==> config.mk <==
export PLATFORM = sky130hd
export DESIGN_NAME = mod_port_flat
export DESIGN_NICKNAME = d
export VERILOG_FILES = /design/src/rtl/mod_port_pkg.sv /design/src/rtl/mod_port_if.sv /design/src/rtl/mod_port_next.sv /design/src/rtl/mod_port.sv /design/src/flat_wrapper.sv
export SDC_FILE = /design/constraint.sdc
export NUM_CORES = 1
export LEC_CHECK = 0
export BUFFER_PORTS_ARGS = -buffer_cell sky130_fd_sc_hd__buf_2
export CAP_MARGIN = 10
export CORE_AREA = 2 2 39 41
export CTS_CLUSTER_SIZE = 40
export DETAILED_ROUTE_END_ITERATION = 6
export DIE_AREA = 0 0 41 43
export GPL_TIMING_DRIVEN = 0
export PLACE_DENSITY = 0.49
export SYNTH_ARGS = -nofsm -noshare
export SYNTH_HDL_FRONTEND = slang
export SYNTH_SLANG_ARGS = --single-unit
==> constraint.sdc <==
create_clock -name clock -period 1.83 [get_ports clock]
set_input_delay 0.2745 -clock clock [delete_from_list [all_inputs] [get_ports clock]]
set_output_delay 0.2745 -clock clock [all_outputs]
set_load 0.01 [all_outputs]
==> src/rtl/mod_port_pkg.sv <==
// Shared types and constants for the modulo-12 up/down counter.
package mod_port_pkg;

   localparam int unsigned COUNT_W   = 4;
   localparam int unsigned COUNT_MOD = 12;

   typedef logic [COUNT_W-1:0] count_t;

   // Out-of-range load values collapse to zero so they are never stored.
   function automatic count_t sanitize_load(input count_t value);
      return (32'(value) >= COUNT_MOD) ? '0 : value;
   endfunction

endpackage

==> src/rtl/mod_port_if.sv <==
// Counter bus: write side drives load/updown/d_in, read side observes d_out.
interface mod_port_if;
   import mod_port_pkg::*;

   logic   load;
   logic   updown;
   count_t d_in;
   count_t d_out;

   modport master (output load, output updown, output d_in, input d_out);
   modport slave  (input load, input updown, input d_in, output d_out);

endinterface

==> src/rtl/mod_port_next.sv <==
// Combinational next-count logic: load has priority, otherwise wrap-aware up/down step.
module mod_port_next
   import mod_port_pkg::*;
(
   input  logic   load,
   input  logic   updown,
   input  count_t d_in,
   input  count_t count,
   output count_t next_c
);

   localparam count_t MAX_COUNT = count_t'(COUNT_MOD - 1);

   // Wrap uses explicit compares so values 12..15 are unreachable.
   always_comb begin
      next_c = count;
      if (load) begin
         next_c = sanitize_load(d_in);
      end else if (updown) begin
         next_c = (count == MAX_COUNT) ? '0 : count + count_t'(1);
      end else begin
         next_c = (count == '0) ? MAX_COUNT : count - count_t'(1);
      end
   end

endmodule

==> src/rtl/mod_port.sv <==
// Modulo-12 up/down counter with synchronous load; output driven straight from the count register.
module mod_port
   import mod_port_pkg::*;
(
   input  logic     clock,
   input  logic     rst,
   mod_port_if.slave bus
);

   count_t count_q;
   count_t count_next_c;

   mod_port_next u_next (
      .load   (bus.load),
      .updown (bus.updown),
      .d_in   (bus.d_in),
      .count  (count_q),
      .next_c (count_next_c)
   );

   always_ff @(posedge clock or negedge rst) begin
      if (!rst) begin
         count_q <= '0;
      end else begin
         count_q <= count_next_c;
      end
   end

   assign bus.d_out = count_q;

endmodule

==> src/flat_wrapper.sv <==
// flat-port wrapper written by rule: the top's interface ports become plain ports
module mod_port_flat import mod_port_pkg::*;
  (clock, rst, bus_load, bus_updown, bus_d_in, bus_d_out);
  mod_port_if bus_i ();
  input  logic clock;
  input  logic rst;
  input wire logic [$bits(bus_i.load)-1:0] bus_load;
  input wire logic [$bits(bus_i.updown)-1:0] bus_updown;
  input wire logic [$bits(bus_i.d_in)-1:0] bus_d_in;
  output wire logic [$bits(bus_i.d_out)-1:0] bus_d_out;
  assign bus_i.load = bus_load;
  assign bus_i.updown = bus_updown;
  assign bus_i.d_in = bus_d_in;
  assign bus_d_out = bus_i.d_out;
  mod_port u_core (.clock(clock), .rst(rst), .bus(bus_i));
endmodule
# After elaboration in Yosys (flattened, before gate mapping)

Cells that the tools add are included.

Equal/unequal tests: 1
Reductions and logical operators: 1
Mux-type cells: 5
Multipliers: 0
Divide/modulo/power cells: 0
Bitwise operators: 0
Add/subtract/negate cells: 2
Magnitude comparators: 1
Shift operators: 0

Operator list:

| cell                  | count |
|---|---|
| $mux W4               | 5 |
| $add A4 B1 Y4 const B | 1 |
| $eq A4 B4 Y1 const B  | 1 |
| $ge A4 B4 Y1 const B  | 1 |
| $logic_not A4 Y1      | 1 |
| $sub A4 B1 Y4 const B | 1 |

Memories kept: 0
Bits in read-only memories: 0
Output and inout bits: 4
Flip-flop bits (word level): 4
Logic and storage cells: 11
Latch bits: 0
RAM bits: 0
Input bits: 8

# Logic depth before layout (Yosys ltp)

Depth in word-level cells: 4
Mapped depth: 6
Gate-level depth less buffers: 6

# By module

From an unflattened synthesis, not the netlist that was laid out.

Cell total of the unflattened synthesis: 38
Area, all modules: 301.5 sq um

By module, submodules not included:

| module        | instances | area each (sq um) | seq. area each (sq um) | cells an instance |
|---|---|---|---|---|
| mod_port_next | 1         | 201.4             | 0.0                    | 34 |
| mod_port      | 1         | 100.1             | 100.1                  | 4 |

# Worst setup path after synthesis

Ideal clock, no wire load.

Kind: reg-to-reg
Start: register u_core.count_q[0], in the netlist u_core.bus.d_out[0]
End: register u_core.count_q[2], in the netlist u_core.bus.d_out[2]
Required time: 1.754 ns
Arrival time: 1.268 ns
Library setup time: 0.076 ns
Stages on the path, launching flop included: 6
Path buffers: 0
Period minus slack after synthesis: 1.345 ns
Slack: 0.485 ns
Path through: dfrtp_1 -> inv_1 -> ha_1 -> nand2_1 -> mux4_2 -> o21ai_1

Word-level cells in the longest chain between the ends: 4
Elaborated cells on any way between the ends: 8
Classes of those cells: add/sub (2); eq/ne (1); mux (4); reduce/logical (1)

Ends and longest elaborated chain:

| what                                        | RTL line                                 | source |
|---|---|---|
| start, declared                             | mod_port.sv:10                           | `count_t count_q;` |
| start signal, assigned                      | mod_port.sv:25                           | `count_q <= count_next_c;` |
| $sub A4 B1 Y4, or another cell as far along | mod_port_next.sv:22                      | `next_c = (count == '0) ? MAX_COUNT : count - count_t'(1);` |
| $mux W4, on equally long branches           | mod_port_next.sv:22, mod_port_next.sv:20 |  |
| $mux W4 *                                   | mod_port_next.sv:19                      | `end else if (updown) begin` |
| $mux W4 *                                   | mod_port_next.sv:17                      | `if (load) begin` |
| via u_core.count_next_c[2]                  | mod_port.sv:11                           | `count_t count_next_c;` |

Mark *: on every way through the listed nets, which the timed path passes. The rest lies on a longest branch.

# Final worst setup path

Same ends and word-level chain as after synthesis.

==> reports/qor.csv <==
stage;metric;value;unit
clocking;insertion_delay;0.23;ns
placement;placement.setup.worst_slack;0.368;ns
clocking;clock_tree_from_tritoncts;done;
clocking;clk_pin_slew;0.04;ns
logic_synthesis;synth_seq_area_share;0.359;
die;effective_utilization_at_floorplan;0.202;
final_layout;final_net_count;58;
pwr;power.internal;0.000229;W
detailed_routing;vias;270;
detailed_routing;routed_wl;611;um
die;die_h;43;um
die;std_cell_rows;14;
clocking;root_buffer;sky130_fd_sc_hd__clkbuf_4;
detailed_routing;drt_iter0_markers;4;
critical_path;cp_top_family;multiplexers;
timing;finalHoldViolations;0;
critical_path;cp_data_required_time;1.98;ns
die;num_io_pins;12;
logic_synthesis;syn_area;279;um^2
final_layout;max_reg_flops;4;
critical_path;critical_path.slowest_cell;sky130_fd_sc_hd__mux4_2;
timing;finalCriticalPeriod;1.46;ns
placement;port-buffer-count;11;
timing;achievable-frequency;687;MHz
clocking;postCtsResizedCells;0;
clocking;cts.repair_timing.setup_buffer_count;0;
die;coreArea;0.00138;mm^2
clocking;cts_htree_levels;1;
detailed_routing;via_per_inst;4.35;
pwr;comb_power_share;0.308;
pwr;seq_power_share;0.373;
pwr;p_leak;0.180;nW
placement;place.detailed.hpwl;468;um
timing;relSlewSlack;0.857;
detailed_routing;dr.pass1.iters;3;
grt;grtUsageTotal;0.0949;
die;die_w;41;um
timing;rsz0062_at_grt;no;
pwr;power.clock.fraction;0.319;
clocking;cts_inserted_buffers;3;
die;die-area;0.00176;mm^2
logic_synthesis;avg_inst_size_synth;9.00;um^2
placement;dpl.cell_count;58;
critical_path;crit_path_cell_trace;inv_1 > ha_1 > nand2_1 > mux4_2 > o21ai_1;
critical_path;critical_path.endpoint_type;register;
grt;grt_first_pass_wirelength;1.09;mm
timing;finalSetupViolCount;0;
logic_synthesis;synth.yosys.warnings;0;
timing;layout_worst_path_cycle_share;0.796;
logic_synthesis;post_synth_inst_count;31;
timing;fin_setup_tns;0;ns
critical_path;worstPathBufferInverterCount;1;
final_layout;finalNonFillerCells;62;
final_layout;syn2layout_area_growth;38.6;%
timing;final_max_slew_viol_count;0;
final_layout;share_of_layout_cells_above_drive_strength_1;0.326;
clocking;cts_max_path_buffers;2;
clocking;postCtsHoldBufs;1;
timing;fin_clk_skew;0.00399;ns
run_status;status;finished clean;
final_layout;final_core_util;0.279;
pwr;power.switching;0.000102;W
timing;max_slew.worst_pin.slew;0.214;ns
placement;routabilityCongestion;0.678;
critical_path;slowest_delay;0.46;ns
critical_path;timing_worst_setup_path_type;register to register;
critical_path;start_kind;register;
pwr;power_switching_share;0.308;
pwr;total_power;0.000331;W
grt;grt_max_degree;9;
pwr;power.density_cell_area;857;mW/mm^2
timing;finalWorstSetupSlack;0.374;ns
clocking;cts.sinks;4;
grt;first_global_vias;279;
detailed_routing;drt-wirelength-per-cell;9.85;um
min_path;type_of_the_most_critical_hold_path;primary input to register;
final_layout;antenna_cell_count;0;
flow_run;maxCapViolCount;0;
detailed_routing;ant_nets;0;
logic_synthesis;post_synth_num_cell_types;17;
logic_synthesis;synth.net_count;41;
critical_path;critPathMaxFanout;7;
logic_synthesis;ffs_latches_synth;4;
pwr;max-vdd-ir-drop;0.000376;V
grt;antenna_found_initial;0;
critical_path;timing.critical_path.arrival;1.61;ns
grt;globalRouteOverflowTotal;0;
detailed_routing;remaining_drc_errors;0;
-- synth_stat cells --
cell                       instances  area (um^2)
sky130_fd_sc_hd__a21oi_1           1         5.00
sky130_fd_sc_hd__a31oi_1           1         6.26
sky130_fd_sc_hd__dfrtp_1           4          100
sky130_fd_sc_hd__ha_1              2         25.0
sky130_fd_sc_hd__inv_1             2         7.51
sky130_fd_sc_hd__mux4_2            1         22.5
sky130_fd_sc_hd__nand2_1           4         15.0
sky130_fd_sc_hd__nand2b_1          3         18.8
sky130_fd_sc_hd__nand3_1           2         10.0
sky130_fd_sc_hd__nand3b_1          1         7.51
sky130_fd_sc_hd__nor2_1            1         3.75
sky130_fd_sc_hd__o21ai_0           4         20.0
sky130_fd_sc_hd__o21ai_1           1         5.00
sky130_fd_sc_hd__o32ai_1           1         8.76
sky130_fd_sc_hd__or3_1             1         6.26
sky130_fd_sc_hd__xnor2_1           1         8.76
sky130_fd_sc_hd__xor2_1            1         8.76
-- path summary, 6_finish.rpt --
check / start / endpoint / slack, ns / cells past startpoint
max in group asynchronous: rst / u_core.bus.d_out[0]$_DFF_PN0_ / 1.33 / 2
max reg2reg: u_core.bus.d_out[0]$_DFF_PN0_ / u_core.bus.d_out[2]$_DFF_PN0_ / 0.37 / 5
max: u_core.bus.d_out[0]$_DFF_PN0_ / u_core.bus.d_out[2]$_DFF_PN0_ / 0.37 / 5
min in group asynchronous: rst / u_core.bus.d_out[2]$_DFF_PN0_ / 0.38 / 2
min reg2reg: u_core.bus.d_out[0]$_DFF_PN0_ / u_core.bus.d_out[0]$_DFF_PN0_ / 0.62 / 1
min: bus_d_in[2] / u_core.bus.d_out[3]$_DFF_PN0_ / 0.25 / 2
-- through the flow --
step / hold slack (ns) / cell area [um^2]
floorplan: -0.0211 / 279
global placement: 0.0791 / 354
detailed placement: 0.0822 / 354
CTS: 0.249 / 387
global route: 0.265 / 387
finish: 0.254 / 387
-- power groups by stage --
stage / Sequential (W) / Clock (W) / Combinational [W]
final: 0.000123 / 0.000106 / 0.000102
after global routing: 0.000127 / 0.000117 / 0.000114
after CTS: 0.000124 / 0.000111 / 0.000104
after detailed placement: 0.000125 / 0 / 0.000101
after global placement: 0.000125 / 0 / 0.000101
after floorplan: 0.000127 / 0 / 0.0000587
-- cell families (layout without fill, tap and decap cells) --
family | after synthesis | in the layout | share of synthesized area
buffers and inverters | 2 | 17 | 0.0269
AO/OA/AOI/OAI | 8 | 8 | 0.161
adder cells (fa/ha/maj) | 2 | 2 | 0.0897
AND/OR/NAND/NOR | 12 | 12 | 0.220
multiplexers | 1 | 1 | 0.0807
flip-flops | 4 | 4 | 0.359
XOR/XNOR | 2 | 2 | 0.0628
-- cell usage in the layout, fill, tap and decap left out, drive strengths merged --
cell and count:
nor2 1, dfrtp 4, a31oi 1, xnor2 1, mux4 1, xor2 1, buf 11, nand3 2
o32ai 1, nand2 4, or3 1, dlygate4sd3 1, nand3b 1, o21ai 5, a21oi 1, inv 2
clkbuf 3, ha 2, nand2b 3
-- per-layer routing --
layer,routed length (um),vias up,GRT usage
li1,-,141,-
met1,314,119,0.118
met2,248,10,0.122
met3,48,0,0.0524
met4,0,0,0.0600
met5,0,-,0
-- final cells by class --
| type | instances | area [um^2] |
|---|---|---|
| tap | 16 | 20.0 |
| clock buffer | 3 | 22.5 |
| fill | 152 | 997 |
| sequential | 4 | 100 |
| inverter | 2 | 7.51 |
| timing repair buffer | 12 | 65.1 |
| multi-input combinational | 25 | 171 |
Power figures use the tool's default switching activity.
